[src/rtl/tx_arbiter.sv]
// rtl/tx_arbiter.sv - round-robin arbiter sharing one transmitter among NREQ sources
// Grants a source for up to BURST words, handshaking each word via vi/snt.
module tx_arbiter #(
  parameter int NREQ     = 4,
  parameter int DATA_MSB = 7,
  parameter int BURST    = 4
) (
  input  logic                           clk_tx,
  input  logic                           reset,
  input  logic [NREQ-1:0]                src_valid,
  input  logic [NREQ*(DATA_MSB+1)-1:0]   src_data,
  output logic [NREQ-1:0]                src_done,
  output logic [NREQ-1:0]                grant,
  output logic                           vi,
  output logic [DATA_MSB:0]              sdata,
  input  logic                           snt,
  output logic                           busy
);

  localparam int W  = DATA_MSB + 1;
  localparam int IW = $clog2(NREQ);
  localparam int BW = $clog2(BURST + 1);
  localparam logic [NREQ-1:0] ONE = {{(NREQ-1){1'b0}}, 1'b1};

  typedef enum logic [1:0] {IDLE, SEND, RELEASE} state_t;

  state_t        state;
  logic [IW-1:0] rr_ptr;
  logic [IW-1:0] gidx;
  logic [IW-1:0] pick;
  logic          found;
  logic [IW:0]   j;
  logic [BW-1:0] burst_cnt;

  // Descending scan so the lowest circular offset from rr_ptr wins.
  always_comb begin
    pick  = '0;
    found = 1'b0;
    j     = '0;
    for (int k = NREQ - 1; k >= 0; k--) begin
      j = {1'b0, rr_ptr} + (IW+1)'(k);
      if (j >= (IW+1)'(NREQ)) j = j - (IW+1)'(NREQ);
      if (src_valid[j[IW-1:0]]) begin
        pick  = j[IW-1:0];
        found = 1'b1;
      end
    end
  end

  always_ff @(posedge clk_tx or negedge reset) begin
    if (!reset) begin
      state     <= IDLE;
      grant     <= '0;
      vi        <= 1'b0;
      sdata     <= '0;
      src_done  <= '0;
      busy      <= 1'b0;
      rr_ptr    <= '0;
      gidx      <= '0;
      burst_cnt <= '0;
    end else begin
      src_done <= '0;
      case (state)
        IDLE: begin
          if (found) begin
            gidx      <= pick;
            grant     <= ONE << pick;
            sdata     <= src_data[pick*W +: W];
            vi        <= 1'b1;
            burst_cnt <= BW'(1);
            busy      <= 1'b1;
            state     <= SEND;
          end
        end
        SEND: begin
          if (snt) begin
            vi       <= 1'b0;
            src_done <= grant;
            state    <= RELEASE;
          end
        end
        RELEASE: begin
          // Source data is sampled only once snt has dropped, giving it time to advance.
          if (!snt) begin
            if (src_valid[gidx] && (burst_cnt < BW'(BURST))) begin
              sdata     <= src_data[gidx*W +: W];
              vi        <= 1'b1;
              burst_cnt <= burst_cnt + 1'b1;
              state     <= SEND;
            end else begin
              rr_ptr    <= (gidx == IW'(NREQ - 1)) ? '0 : gidx + 1'b1;
              grant     <= '0;
              burst_cnt <= '0;
              busy      <= 1'b0;
              state     <= IDLE;
            end
          end
        end
        default: state <= IDLE;
      endcase
    end
  end

endmodule
[config.mk]
export PLATFORM = sky130hd
export DESIGN_NAME = tx_arbiter
export DESIGN_NICKNAME = d
export VERILOG_FILES = /design/src/rtl/tx_arbiter.sv
export SDC_FILE = /design/constraint.sdc
export NUM_CORES = 1
export LEC_CHECK = 0
export CAP_MARGIN = 20
export CORE_AREA = 2 2 65 67
export DETAILED_ROUTE_END_ITERATION = 10
export DIE_AREA = 0 0 67 69
export PLACE_DENSITY = 0.71
export SETUP_SLACK_MARGIN = 0.1
export SYNTH_ARGS = -nofsm -noshare
export SYNTH_HDL_FRONTEND = slang
export SYNTH_SLANG_ARGS = --single-unit
[constraint.sdc]
create_clock -name clk_tx -period 5.8 [get_ports clk_tx]
set_input_delay 0.87 -clock clk_tx [delete_from_list [all_inputs] [get_ports clk_tx]]
set_output_delay 0.87 -clock clk_tx [all_outputs]
set_load 0.02 [all_outputs]
Word level (Yosys, flattened, before mapping)
Index checks and enable logic that the tools add are counted.
{"block": "totals", "elab_cells": 102, "ff_bits": 27, "out_inout_bits": 18, "input_bits": 39}
{"block": "op_classes", "n_addsub": 9, "eq_ne": 8, "n_lt_le_gt_ge": 10, "shifts": 3, "bitwise": 2, "n_mux": 50, "n_reduce_logical": 11}
{"op": "indexed part select 32 x 6 -> 8 bit", "n": 2}
{"op": "two-way mux 2 bit", "n": 12}
{"op": "two-way mux 8 bit", "n": 3}
{"op": "two-way mux 4 bit", "n": 5}
{"op": "two-way mux 1 bit", "n": 16}
{"op": "one-hot mux 8 bit (2 select lines)", "n": 1}
{"op": "< comparator 2 x 3 -> 1 bit (second input constant)", "n": 5}
{"op": "binary-select mux 1 bit (select 2 bit)", "n": 5}
{"op": "!= test 2 bit (second input constant)", "n": 5}
{"op": "greater-or-equal comparator 3 bit (second input constant)", "n": 3}
{"op": "two-way mux 3 bit", "n": 3}
{"op": "AND reduction 3 bit", "n": 3}
{"op": "one-hot mux 4 bit (2 select lines)", "n": 1}
{"op": "AND reduction 4 bit", "n": 2}
{"op": "subtractor 2 x 1 -> 2 bit (second input constant)", "n": 4}
{"op": "adder 2 x 2 -> 3 bit (second input constant)", "n": 2}
{"op": "one-hot mux 2 bit (3 select lines)", "n": 1}
{"op": "one-hot mux 3 bit (2 select lines)", "n": 1}
{"op": "AND reduction 5 bit", "n": 1}
{"op": "== test 2 bit (second input constant)", "n": 2}
{"op": "<< shifter 1 x 2 -> 4 bit (first input constant)", "n": 1}
{"op": "adder 2 x 1 -> 3 bit (second input constant)", "n": 1}
{"op": "adder 3 x 1 -> 3 bit (second input constant)", "n": 1}
{"op": "greater-or-equal comparator 2 x 3 -> 1 bit (second input constant)", "n": 1}
{"op": "other kinds (11)", "n": 12}

Logic depth before layout (Yosys ltp)
Gate-level depths: netlist of run 1.
{"block": "logic_depth", "depth_word": 12, "ltp_mapped": 8, "ltp_nobuf": 5}

Worst setup path before layout of run 1
OpenSTA, ideal clock, no wires.
{"block": "synth_timing", "path_kind": "in2reg", "startpoint": "in src_valid[0]", "endpoint": "reg sdata[0]", "required_ps": 5661, "arrival_time_ps": 2264, "slack_ps": 3398, "n_path_buf": 1, "cell_stages": 6, "setup_time_ps": 139, "cell_sequence": "nor2b_1 a222oi_1 buf_4 a21oi_1 a2111oi_1 a211oi_1"}
{"block": "synth_between", "elab_chain_len": 9, "elab_cells_between_ends": 25, "classes_between": "2 x eq/ne; 1 x shift; 20 x mux; 2 x reduce/logical"}
{"item": "from (decl)", "line_no": "10", "text": "input logic [NREQ-1:0] src_valid,"}
{"item": "binary-select mux 1 bit (select 2 bit)", "line_no": "43", "text": "if (src_valid[j[IW-1:0]]) begin"}
{"item": "two-way mux 1 bit (implied by the code)", "line_no": "43"}
{"item": "two-way mux 2 bit (4 in series)", "line_no": "43"}
{"item": "indexed part select 32 x 6 -> 8 bit", "line_no": "68", "text": "sdata <= src_data[pick*W +: W];"}
{"item": "two-way mux 8 bit", "line_no": "65", "text": "if (found) begin"}
{"item": "one-hot mux 8 bit (2 select lines)", "line_no": "63", "text": "case (state)"}
{"item": "to (signal assigned)", "line_no": "68"}
{"item": "to (signal assigned)", "line_no": "86", "text": "sdata <= src_data[gidx*W +: W];"}
{"item": "to (decl)", "line_no": "15", "text": "output logic [DATA_MSB:0] sdata,"}
Parallel ways exist; a longest one is shown, timed or not. The select of a mux whose other input is x is not followed.
A chain may end at the register's enable or synchronous reset.

Final worst setup path of run 1
{"block": "layout_timing", "startpoint": "in src_valid[1]", "endpoint": "reg sdata[0]"}
Same word-level chain as after synthesis.

==> impl_metrics.csv, run 1 <==
group,metric,value,unit
outcome,outcome,"finished, final reports clean",
global_routing,grt_pass1_vias,1418,
finish,stdcell_count,256,
synthesis,synth_edf_count,0,
floorplanning,num_io_pins,57,
placement,numPlacedInstances,252,
sta,period_minus_slack,3.116,ns
power_and_ir_drop,power_switching,421.8,uW
detailed_routing,vias_per_cell,5.348,
synthesis,syn_inst,150,
sta,slew_headroom,0.2758,
detailed_routing,drc,0,
cts,clock-root-buffer,"clkbuf_8",
worst_setup_path,crit_type,"input port to flip-flop",
detailed_routing,dr.pass1.iters,4,
cts,tritoncts,"built",
global_routing,antenna_found_initial,0,
floorplanning,die_w,67,microns
floorplanning,die_area,4623,sq um
cts,cts_setup_buffers,0,
synthesis,syn_nets,191,
worst_setup_path,setup.worst_path.start,"src_valid[1]",
floorplanning,start_util,0.3836,
sta,rsz0062_at_grt,"false",
global_routing,grt_pass1_wl,6.548,mm
power_and_ir_drop,p_leak,0.0009177,uW
synthesis,yosysMostFrequentCell,"dfrtp_1",
synthesis,yosys.area.top_type,"dfrtp_1",
cts,clock_latency,0.27,ns
detailed_routing,drt_wl_total,3.910,mm
sta,fin_skew,0.01007,ns
worst_setup_path,ff2ff_setup_slack,3.46,ns
cts,numCtsBuffers,3,
synthesis,ys_seq_area_frac,0.4500,
synthesis,async_reset_ff_frac,1.000,
finish,antenna_cells,0,
sta,holdWs,0.4896,ns
power_and_ir_drop,pwr-share-clk,0.109,
sta,worstMarginPinSlew,1.075,ns
global_routing,grt_max_degree,28,
sta,setup-violations-final,0,
worst_setup_path,crit_path_max_incr_delay,0.97,ns
synthesis,synth_area,1501,sq um
sta,setup_tns,0,ns
synthesis,synth_cell_types,39,
placement,routabilityCongestion,0.8957,
synthesis,syn_avg_cell_area,10.01,sq um
synthesis,ys.warnings.count,0,
power_and_ir_drop,power_density,458.8,nW/um^2
worst_setup_path,cp_data_required_time,5.98,ns
finish,nFillCells,343,
cts,cts_buffer_depth,2,
detailed_routing,routedWlPerCell,15.27,microns
synthesis,synth_common_cells,"dfrtp_1, nand2_1, nor2_1",
worst_setup_path,path_max_fanout,12,
cts,clkSinkCount,27,
worst_setup_path,critical_path.startpoint_type,"input port",
floorplanning,coreArea,3914,sq um
min_path,min_path_type,"flip-flop to flip-flop",
worst_setup_path,cp_slowest_cell,"o41ai_2",
finish,synthToLayoutAreaGrowth,42.75,%
power_and_ir_drop,p_int,561.5,uW
detailed_routing,detail-route-antenna-nets,0,
cts,htree_levels,1,
cts,cts.clk_slew.worst_paths,0.10,ns
flow_run,maxCapViolCount,0,
floorplanning,row_count,23,
sta,slew_viol_final,0,
worst_setup_path,crit_chain,"clkdlybuf4s50_1 > o41ai_2 > o21ai_2 > and2_1 > a211oi_1",
synthesis,synth.area.top_cells,"dfrtp_1, mux2i_1, a211oi_1",
detailed_routing,first_iter_violations,94,
worst_setup_path,r2r_start,"state[0]",
cts,ctsResizeCount,0,
synthesis,synth_seq_cells,27,
placement,dpl_cell_area,2097,sq um
placement,hpwl,2.936,mm
sta,fin_crit_sh,0.5373,
power_and_ir_drop,pwr-share-comb,0.563,
synthesis,synth_ff_type,"dfrtp_1",
cts,cts_hold_buf,0,
finish,nNetsFinal,248,
sta,fmax,320.9,MHz
worst_setup_path,crit_arrival,3.29,ns
synthesis,synth_top_area_share,0.4500,
floorplanning,die_y,69,microns
finish,drive_gt1_frac,0.07282,
detailed_routing,route.vias.total,1369,
power_and_ir_drop,swShare,0.4290,
power_and_ir_drop,sequentialPowerShare,0.329,
global_routing,grt_usage,0.1807,
power_and_ir_drop,max-vdd-ir-drop,0.1874,mV
finish,design_area,2143,sq um
worst_setup_path,end_kind,"flip-flop",
global_routing,grt_remaining_overflow,0,
sta,hold_viol_final,0,
placement,port_buffers,56,
min_path,hp-start,"burst_cnt[2]",
## layer usage
| metal | global-route usage | part of all wire | vias up |
|---|---|---|---|
| met5 | 0 | 0 | - |
| met4 | 0.05896 | 0.014 | 0 |
| met3 | 0.04241 | 0.070 | 6 |
| met2 | 0.2959 | 0.50 | 74 |
| met1 | 0.2312 | 0.42 | 627 |
| li1 | - | - | 662 |
## registers in the layout (all words and copies together), names as in the netlist, 2 cells and up
signal / cells
sdata: 8
grant: 4
src_done: 4
burst_cnt: 3
gidx: 2
rr_ptr: 2
state: 2
## placed cells by master, fill, tap and decap left out, types with 2 or more instances in the layout
cell / count
a2111oi_0: 3
a2111oi_1: 4
a211oi_1: 8
a21boi_0: 2
a21oi_1: 10
a22o_1: 2
and2_1: 6
buf_4: 3
clkbuf_8: 3
clkdlybuf4s50_1: 56
dfrtp_1: 27
ha_1: 2
inv_1: 4
mux2_2: 2
mux2i_1: 9
nand2_1: 16
nand2b_1: 4
nand3_1: 4
nor2_1: 14
o21ai_0: 8
## worst paths after layout
check / endpoint / cells after the start
setup / recovery: sdata[0] / 5
hold / removal: burst_cnt[2] / 1
setup reg to reg: sdata[0] / 5
hold reg to reg: burst_cnt[2] / 1
max in group asynchronous: gidx[0] / 2
min in group asynchronous: busy / 2
## through the flow
stage | utilization | total power, uW | setup slack (ns)
2_1_floorplan | - | 676.4 | 3.398
3_3_place_gp | 0.5358 | 858.4 | 2.581
3_5_place_dp | 0.5358 | 878.2 | 2.454
4_1_cts | 0.5476 | 984.4 | 2.728
5_1_grt | 0.5476 | 1054 | 2.529
6_report | 0.5476 | 983.3 | 2.684
## critical path, delay by kind of cell
kind,cells,cell delay [ns]
buffers and inverters,1,0.53
AOI/OAI and AO/OA,3,1.55
and+or+nand+nor,1,0.34
## logic make-up (layout without fill, tap and decap cells)
logic type	after synthesis	count (layout)	share of synthesized area
fa+ha+maj	2	2	0.01666
mux	12	12	0.09250
flops	27	27	0.4500
simple gates	48	48	0.1467
compound gates	50	50	0.2459
buf+inv	11	67	0.04832
## layout make-up
| class | count | area (sq um) | share of cell area |
|---|---|---|---|
| clock buffer | 3 | 41.29 | 0.01926 |
| clock inverter | 1 | 5.005 | 0.002335 |
| inverter | 4 | 15.01 | 0.007005 |
| multi-input combinational | 112 | 760.7 | 0.3549 |
| sequential | 27 | 675.6 | 0.3152 |
| tap | 50 | 62.56 | 0.02919 |
| timing repair buffer | 59 | 583.1 | 0.2720 |
## power by group through the flow
stage          logic, uW  registers, uW  clock network (uW)
2_1_floorplan        309            368                   0
3_3_place_gp         535            323                   0
3_5_place_dp         553            325                   0
4_1_cts              554            323                 108
5_1_grt              605            333                 116
6_report             553            323                 107
Note: power is estimated with default switching activity, not from simulation.
==> run 2: changes to the inputs <==
- CORE_AREA: 2 2 65 67 -> 2 2 66 68
- DIE_AREA: 0 0 67 69 -> 0 0 68 70
- PLACE_DENSITY: 0.71 -> 0.72
- clock period: 5.8 -> 2.7 ns (I/O delays scaled with it)
==> run 2 against run 1 <==
Flip-flop and latch count did not move. First-iteration DRC count fell by 44%. Critical path depth rose by 2. Routed wire length fell by 2.5%. Combinational power rose by 120%.
==> impl_metrics.csv, run 2 (synthesis gave the netlist of run 1 again) <==
group,metric,value,unit
detailed_routing,vias_per_cell,5.407,
sta,period_minus_slack,2.353,ns
global_routing,grt_usage,0.1779,
sta,setup-violations-final,0,
worst_setup_path,path_max_fanout,14,
detailed_routing,first_iter_violations,53,
global_routing,grt_max_degree,28,
sta,slew_headroom,0.5641,
finish,layout_common_cells,"clkdlybuf4s50_1, dfrtp_1, nand2_1, nor2_1, a21oi_1",
sta,worst_slack,0.3473,ns
detailed_routing,detail-route-antenna-nets,0,
cts,clock_latency,0.28,ns
finish,top_register,"sdata",
finish,synthToLayoutAreaGrowth,45.92,%
cts,cts_buffer_depth,2,
finish,reg_top3,"sdata x8, grant x4, src_done x4",
global_routing,grt_pass1_vias,1459,
floorplanning,row_count,24,
power_and_ir_drop,pwr-share-clk,0.116,
finish,design_area,2191,sq um
sta,rsz0062_at_grt,"false",
power_and_ir_drop,max-vdd-ir-drop,0.3528,mV
cts,cts.clk_slew.worst_paths,0.11,ns
floorplanning,coreArea,4144,sq um
cts,cts_hold_buf,0,
global_routing,grt_remaining_overflow,0,
finish,nNetsFinal,253,
finish,mostFrequentLayoutCell,"clkdlybuf4s50_1",
sta,fin_skew,0.009380,ns
global_routing,grt_pass1_wl,6.630,mm
min_path,min_path_type,"input port to asynchronous set/reset pin",
cts,htree_levels,1,
power_and_ir_drop,sequentialPowerShare,0.316,
placement,dpl_cell_area,2137,sq um
global_routing,grtUsageMet2,0.2967,
sta,fmax,425.1,MHz
detailed_routing,drt_wl_total,3.814,mm
global_routing,busiest_layer,"met2",
cts,cts_setup_buffers,0,
placement,port_buffers,56,
floorplanning,die_w,68,microns
sta,slew_viol_final,0,
power_and_ir_drop,power_switching,912.2,uW
cts,clkSinkCount,27,
power_and_ir_drop,swShare,0.4231,
cts,tritoncts,"built",
detailed_routing,drc,0,
cts,numCtsBuffers,3,
power_and_ir_drop,p_leak,0.0009423,uW
cts,ctsResizeCount,0,
worst_setup_path,crit_type,"input port to flip-flop",
floorplanning,start_util,0.3623,
finish,final_util,0.5287,
finish,drive_gt1_frac,0.09953,
worst_setup_path,end_kind,"flip-flop",
detailed_routing,route.vias.total,1422,
global_routing,use_met3,0.03382,
global_routing,antenna_found_initial,0,
worst_setup_path,cp_data_required_time,2.85,ns
finish,largest_reg_flops,8,
floorplanning,die_area,4760,sq um
power_and_ir_drop,pwr-share-comb,0.568,
worst_setup_path,critical_path.startpoint_type,"input port",
sta,worstMarginPinSlew,0.6501,ns
power_and_ir_drop,power_density,984.1,nW/um^2
worst_setup_path,crit_arrival,2.50,ns
detailed_routing,routedWlPerCell,14.50,microns
placement,dpl_worst_slack,-0.09018,ns
placement,hpwl,2.867,mm
floorplanning,num_io_pins,57,
sta,hold_viol_final,0,
power_and_ir_drop,p_int,1244,uW
sta,holdWs,0.4830,ns
floorplanning,die_y,70,microns
cts,clock-root-buffer,"clkbuf_8",
global_routing,met1_usage,0.2347,
sta,fin_crit_sh,0.8714,
finish,antenna_cells,0,
flow_run,maxCapViolCount,0,
detailed_routing,dr.pass1.iters,4,
outcome,outcome,"finished, final reports clean",
placement,routabilityCongestion,0.7819,
[run 2: cell types whose count changed in the layout (fill, tap and decap cells not counted)]
cell / before / now
buf_4: 3 / 8
a21boi_0: 2 / 1
a21boi_2: 0 / 1
clkinv_2: 1 / 0
inv_6: 0 / 1
[run 2: stage by stage]
step,total power [uW],TNS [ns],instances
final,2156,0,263
after CTS,2172,0,263
after global placement,1902,0,259
after global routing,2317,0,263
after floorplan,1453,0,150
after detailed placement,1920,-0.4624,259
[run 2: cell type report]
cell class	instances	area, sq um
Sequential cell	27	675.6
Fill cell	388	1953
Tap cell	52	65.06
Multi-Input combinational cell	112	764.5
Inverter	4	15.01
Timing Repair Buffer	64	620.6
Clock inverter	1	8.758
Clock buffer	3	41.29
[run 2: power groups by stage]
stage | logic (uW) | registers, uW | clock network (uW)
after floorplan | 663 | 790 | 0
after global placement | 1210 | 691 | 0
after detailed placement | 1230 | 691 | 0
after CTS | 1230 | 685 | 257
after global routing | 1340 | 705 | 271
final | 1220 | 682 | 249
[run 2: critical path: stages]
cell	delay, ns
clkdlybuf4s50_1	0.56
nor2b_1	0.24
a222oi_1	0.17
buf_4	0.22
a21bo_2	0.29
a2111oi_0	0.50
a211oi_1	0.09
[run 2: path summary, 6_finish.rpt]
check	cells past startpoint	slack, ns	from	end
max in group asynchronous	2	1.95	reset	rr_ptr[0]
min	2	0.48	reset	src_done[0]
max	7	0.35	src_valid[0]	sdata[5]
min reg2reg	1	0.49	burst_cnt[2]	burst_cnt[2]
min in group clk_tx	1	0.49	burst_cnt[2]	burst_cnt[2]
max reg2reg	5	0.64	state[0]	sdata[5]
[run 2: metal layers]
metal / wire length, microns / share of wire
met5: 0 / 0
met4: 45 / 0.012
met3: 229 / 0.060
met2: 1902 / 0.50
met1: 1637 / 0.43
==> run 3: changes to the inputs <==
- REMOVE_ABC_BUFFERS: default -> 1
==> run 3 against run 2 <==
Critical path depth did not move. Register-to-register slack better by 0.04 ns. Via count decreased by 6.7%. Sequential power is 0.9% lower. Largest power group unchanged. Global-route usage fell by 1.0 points.
==> impl_metrics.csv, run 3 (synthesis gave the netlist of run 1 again) <==
group,metric,value,unit
detailed_routing,detail-route-antenna-nets,0,
worst_setup_path,crit_family,"compound AO/OA/AOI/OAI gates",
power_and_ir_drop,p_int,1234,uW
worst_setup_path,reg2regPathDepth,5,
finish,nNetsFinal,251,
global_routing,antenna_found_initial,0,
placement,dpl_cell_area,2122,sq um
power_and_ir_drop,swShare,0.4178,
floorplanning,row_count,24,
power_and_ir_drop,p_leak,0.0009281,uW
worst_setup_path,cp_data_required_time,2.85,ns
worst_setup_path,path_max_fanout,15,
power_and_ir_drop,sequentialPowerShare,0.319,
sta,hold_viol_final,0,
sta,setup-violations-final,0,
cts,cts_setup_buffers,0,
cts,htree_levels,1,
floorplanning,num_io_pins,57,
cts,cts_buffer_depth,2,
global_routing,grt_pass1_vias,1305,
sta,fmax,440.1,MHz
sta,setup_tns,0,ns
finish,top_register,"sdata",
worst_setup_path,setup.worst_path.end,"sdata[5]",
power_and_ir_drop,max-vdd-ir-drop,0.4867,mV
worst_setup_path,crit_type,"input port to flip-flop",
finish,antenna_cells,0,
detailed_routing,routedWlPerCell,13.71,microns
sta,fin_skew,0.004230,ns
sta,fin_crit_sh,0.8416,
sta,rsz0062_at_grt,"false",
power_and_ir_drop,power_switching,885.8,uW
power_and_ir_drop,pwr-share-clk,0.111,
sta,slew_headroom,0.6239,
global_routing,grt_pass1_wl,6.168,mm
flow_run,maxCapViolCount,0,
detailed_routing,dr.pass1.iters,4,
finish,reg_top3,"sdata x8, grant x4, src_done x4",
detailed_routing,drc,0,
detailed_routing,first_iter_violations,47,
power_and_ir_drop,pwr-share-comb,0.570,
cts,numCtsBuffers,3,
worst_setup_path,crit_chain,"clkdlybuf4s50_1 > nor2b_1 > a222oi_1 > buf_4 > a21bo_2 > a2111oi_0 > a211oi_1",
finish,design_area,2171,sq um
cts,clock-root-buffer,"clkbuf_8",
worst_setup_path,r2r_start,"gidx[0]",
power_and_ir_drop,power_density,976.6,nW/um^2
floorplanning,die_y,70,microns
outcome,outcome,"finished, final reports clean",
worst_setup_path,ff2ff_setup_slack,0.68,ns
cts,cts_hold_buf,0,
worst_setup_path,end_kind,"flip-flop",
finish,largest_reg_flops,8,
placement,routabilityCongestion,0.8014,
finish,synthToLayoutAreaGrowth,44.58,%
worst_setup_path,critical_path.startpoint_type,"input port",
floorplanning,coreArea,4144,sq um
cts,ctsResizeCount,0,
finish,nFillCells,393,
floorplanning,die_area,4760,sq um
finish,drive_gt1_frac,0.08612,
worst_setup_path,cp_num_cells,7,
global_routing,grt_usage,0.1679,
finish,layout_common_cells,"clkdlybuf4s50_1, dfrtp_1, nand2_1, nor2_1, a21oi_1",
worst_setup_path,crit_path_max_incr_delay,0.55,ns
floorplanning,start_util,0.3623,
global_routing,grt_remaining_overflow,0,
floorplanning,die_w,68,microns
cts,clkSinkCount,27,
placement,hpwl,2.717,mm
cts,cts.clk_slew.worst_paths,0.09,ns
sta,worstMarginPinSlew,0.5582,ns
global_routing,grt_max_degree,28,
worst_setup_path,cp_slowest_cell,"clkdlybuf4s50_1",
worst_setup_path,crit_buf_inv,2,
cts,tritoncts,"built",
detailed_routing,vias_per_cell,5.084,
sta,period_minus_slack,2.272,ns
detailed_routing,drt_wl_total,3.579,mm
finish,mostFrequentLayoutCell,"clkdlybuf4s50_1",
worst_setup_path,crit_arrival,2.42,ns
placement,port_buffers,56,
sta,slew_viol_final,0,
worst_setup_path,regToRegEndpoint,"sdata[5]",
detailed_routing,route.vias.total,1327,
min_path,hp-start,"busy",
min_path,min_path_type,"flip-flop to flip-flop",
cts,clock_latency,0.27,ns
worst_setup_path,setup.worst_path.start,"src_valid[0]",
run 3: changes by cell type in the layout (fill, tap and decap cells not counted):
| cell | before | now |
|---|---|---|
| a21boi_1 | 0 | 1 |
| inv_6 | 1 | 0 |
| clkinvlp_4 | 0 | 1 |
| buf_4 | 8 | 6 |
| a21boi_2 | 1 | 0 |
run 3: area by class of cell:
cell class / count / area [sq um] / area share
clock buffer: 3 / 41.29 / 0.01902
tap: 52 / 65.06 / 0.02997
multi-input combinational: 112 / 760.7 / 0.3504
clock inverter: 1 / 7.507 / 0.003458
inverter: 4 / 15.01 / 0.006916
timing repair buffer: 62 / 605.6 / 0.2790
sequential: 27 / 675.6 / 0.3112
run 3: worst min path at each step:
stage | endpoint | cells past startpoint
2_1_floorplan | burst_cnt[0] | 0
3_3_place_gp | busy | 2
3_5_place_dp | busy | 2
4_1_cts | burst_cnt[2] | 1
5_1_grt | grant[0] | 2
6_report | busy | 2
run 3: power by group through the flow:
stage | Sequential, uW | Clock, uW | Combinational [uW]
after floorplan | 790 | 0 | 613
after global placement | 683 | 0 | 1200
after detailed placement | 685 | 0 | 1220
after CTS | 678 | 242 | 1220
after global routing | 699 | 260 | 1340
final | 676 | 234 | 1210
run 3: per-layer routing:
layer  global-route usage  up-vias  wire (microns)
li1                     -      668               -
met4              0.04444        0              44
met2               0.2470       37            1664
met1               0.2500      616            1709
met3              0.03382        6             160
met5                    0        -               0
run 3: per-stage QoR:
| stage | setup slack [ns] | util | cells | power, uW | hold WS, ns |
|---|---|---|---|---|---|
| 3_5_place_dp | 0.1484 | 0.5121 | 257 | 1907 | 0.4752 |
| 5_1_grt | 0.2568 | 0.5239 | 261 | 2298 | 0.5250 |
| 4_1_cts | 0.4501 | 0.5239 | 261 | 2144 | 0.4962 |
| 3_3_place_gp | 0.2201 | 0.5121 | 257 | 1881 | 0.4747 |
| 6_report | 0.4277 | 0.5239 | 261 | 2120 | 0.4921 |
| 2_1_floorplan | -0.1327 | - | 143 | 1403 | 0.1094 |
run 3: tightest hold or removal path, stage by stage (launching register included):
cell and delay [ns]:
dfrtp_1 0.36, nand2_1 0.05, nand2_1 0.06
==> RTL change (settings of run 1) <==
Set the parameter `DATA_MSB` to 9 (it was 7).
--- a/src/rtl/tx_arbiter.sv
+++ b/src/rtl/tx_arbiter.sv
@@ -4,3 +4,3 @@
   parameter int NREQ     = 4,
-  parameter int DATA_MSB = 7,
+  parameter int DATA_MSB = 9,
   parameter int BURST    = 4
Ports: changed (resized sdata and src_data); port bits go from 57 to 67. The function was not compared with the original's and may differ.
==> RTL change against run 1 <==
Sequential cell count is 2 higher; critical endpoint is now sdata[4]$_DFFE_PN0P_; synthesized area is 24% higher; total power is 36% higher; via count is 22% higher; synthesized cell count is 17% higher; final area is 24% higher; utilization is 13 points higher; routed wire length is 26% higher; setup slack worse by 270 ps; critical path depth is 2 higher; largest cell class unchanged.
==> RTL change: results (changes against run 1) <==
hold_path:
  hold_class: "reg -> reg"  # unchanged
  min_to: "busy$_DFFE_PN0P_"  # was burst_cnt[2]$_DFFE_PN0P_
sta:
  holdWs_ps: 482  # was 490 ps
  maxSlewHeadroom: 0.403  # was 0.276
  skew_ps: 5.64  # was 10.1 ps
drt:
  drtIter0Drc: 80  # was 94
  wl_met1_um: 2140  # was 1640 um
  vias: 1672  # was 1,369
  vias_per_cell: 5.75  # was 5.35
  met3_length_um: 227  # was 272 um
  wl_per_cell_um: 17.0  # was 15.3 um
power_and_ir_drop:
  intPower_mw: 0.774  # was 0.561 mW
  power_frac_comb: 0.570  # was 0.563
  cellLeakagePower_nw: 1.13  # was 0.918 nW
  powerSeq_mw: 0.359  # was 0.323 mW
  seq_power_share: 0.269  # was 0.329
  peakVddDrop_mv: 0.319  # was 0.187 mV
cells_and_area:
  fill_cells: 326  # was 343
  synthToLayoutAreaGrowth_pct: 42.8  # about the same
  nets: 289  # was 248
  nClkBuffers: 6  # was 3
  n_all_inverters: 16  # was 4
  drive_gt1_frac: 0.166  # was 0.0728
  n_all_buffers: 68  # was 59
  seq-cell-share: 0.273  # was 0.315
  clk_share: 0.0452  # was 0.0216
  layout.comb_gates.multi_input: 120  # was 112
logic_synthesis:
  seq_area_frac_synth: 0.390  # was 0.450
  synth_nets: 224  # was 191
  ys_types: 42  # was 39
  synthCells: 175  # was 150
  synth_common_cells: "dfrtp_1, nand2_1, inv_1"  # was dfrtp_1, nand2_1, nor2_1
critical_path:
  rr_endpoint: "sdata[4]$_DFFE_PN0P_"  # was sdata[0]$_DFFE_PN0P_
  r2r-start: "gidx[0]$_DFFE_PN0P_"  # was state[0]$_DFFE_PN0P_
  reg2reg_slack_ps: 3090  # was 3460 ps
  r2r_cells: 6  # was 5
  critPathMaxFanout: 23  # was 12
  worstPathArrival_ps: 3560  # was 3290 ps
  cp_slowest_stage_delay_ps: 710  # was 970 ps
global_route:
  met3_usage: 0.0457  # was 0.0424
  antenna_found_initial: 0  # unchanged
  use_met2: 0.376  # was 0.296
  grt_max_degree: 30  # was 28
  grt_pass1_wl_um: 8200  # was 6550 um
clock_tree:
  cts_buffers: 5  # was 3
  clk_pin_slew_worst_paths_ps: 70  # was 100 ps
  cts-htree-levels: 2  # was 1
placed_design:
  port_buffers: 66  # was 56
  dpl.cell_count: 282  # was 252
  place.gp.congestion: 0.915  # was 0.896
  dp_slack_ps: 2080  # was 2450 ps
  placed_cell_area_um2: 2530  # was 2100 um^2
  post-dp-hpwl_um: 3880  # was 2940 um
status:
  status: "finished clean"  # unchanged
RTL change: changes by cell type in the layout (fill, tap and decap cells not counted), sizes merged, moves of 7 or more:
cell,run 1,this run
a211oi,8,0
a21oi,10,2
a221oi,0,10
a31oi,0,10
clkdlybuf4s50,56,66
inv,4,16
nor2,14,7
RTL change: how the worst max path moves through the flow:
stage | endpoint | slack, ps | startpoint
2_1_floorplan | rr_ptr[0]$_DFFE_PN0P_ | 3600 | src_valid[3]
3_3_place_gp | sdata[8]$_DFFE_PN0P_ | 2190 | src_valid[3]
3_5_place_dp | sdata[4]$_DFFE_PN0P_ | 2080 | src_valid[3]
4_1_cts | sdata[4]$_DFFE_PN0P_ | 2340 | src_valid[3]
5_1_grt | sdata[6]$_DFFE_PN0P_ | 2300 | src_valid[0]
6_report | sdata[4]$_DFFE_PN0P_ | 2410 | src_valid[3]
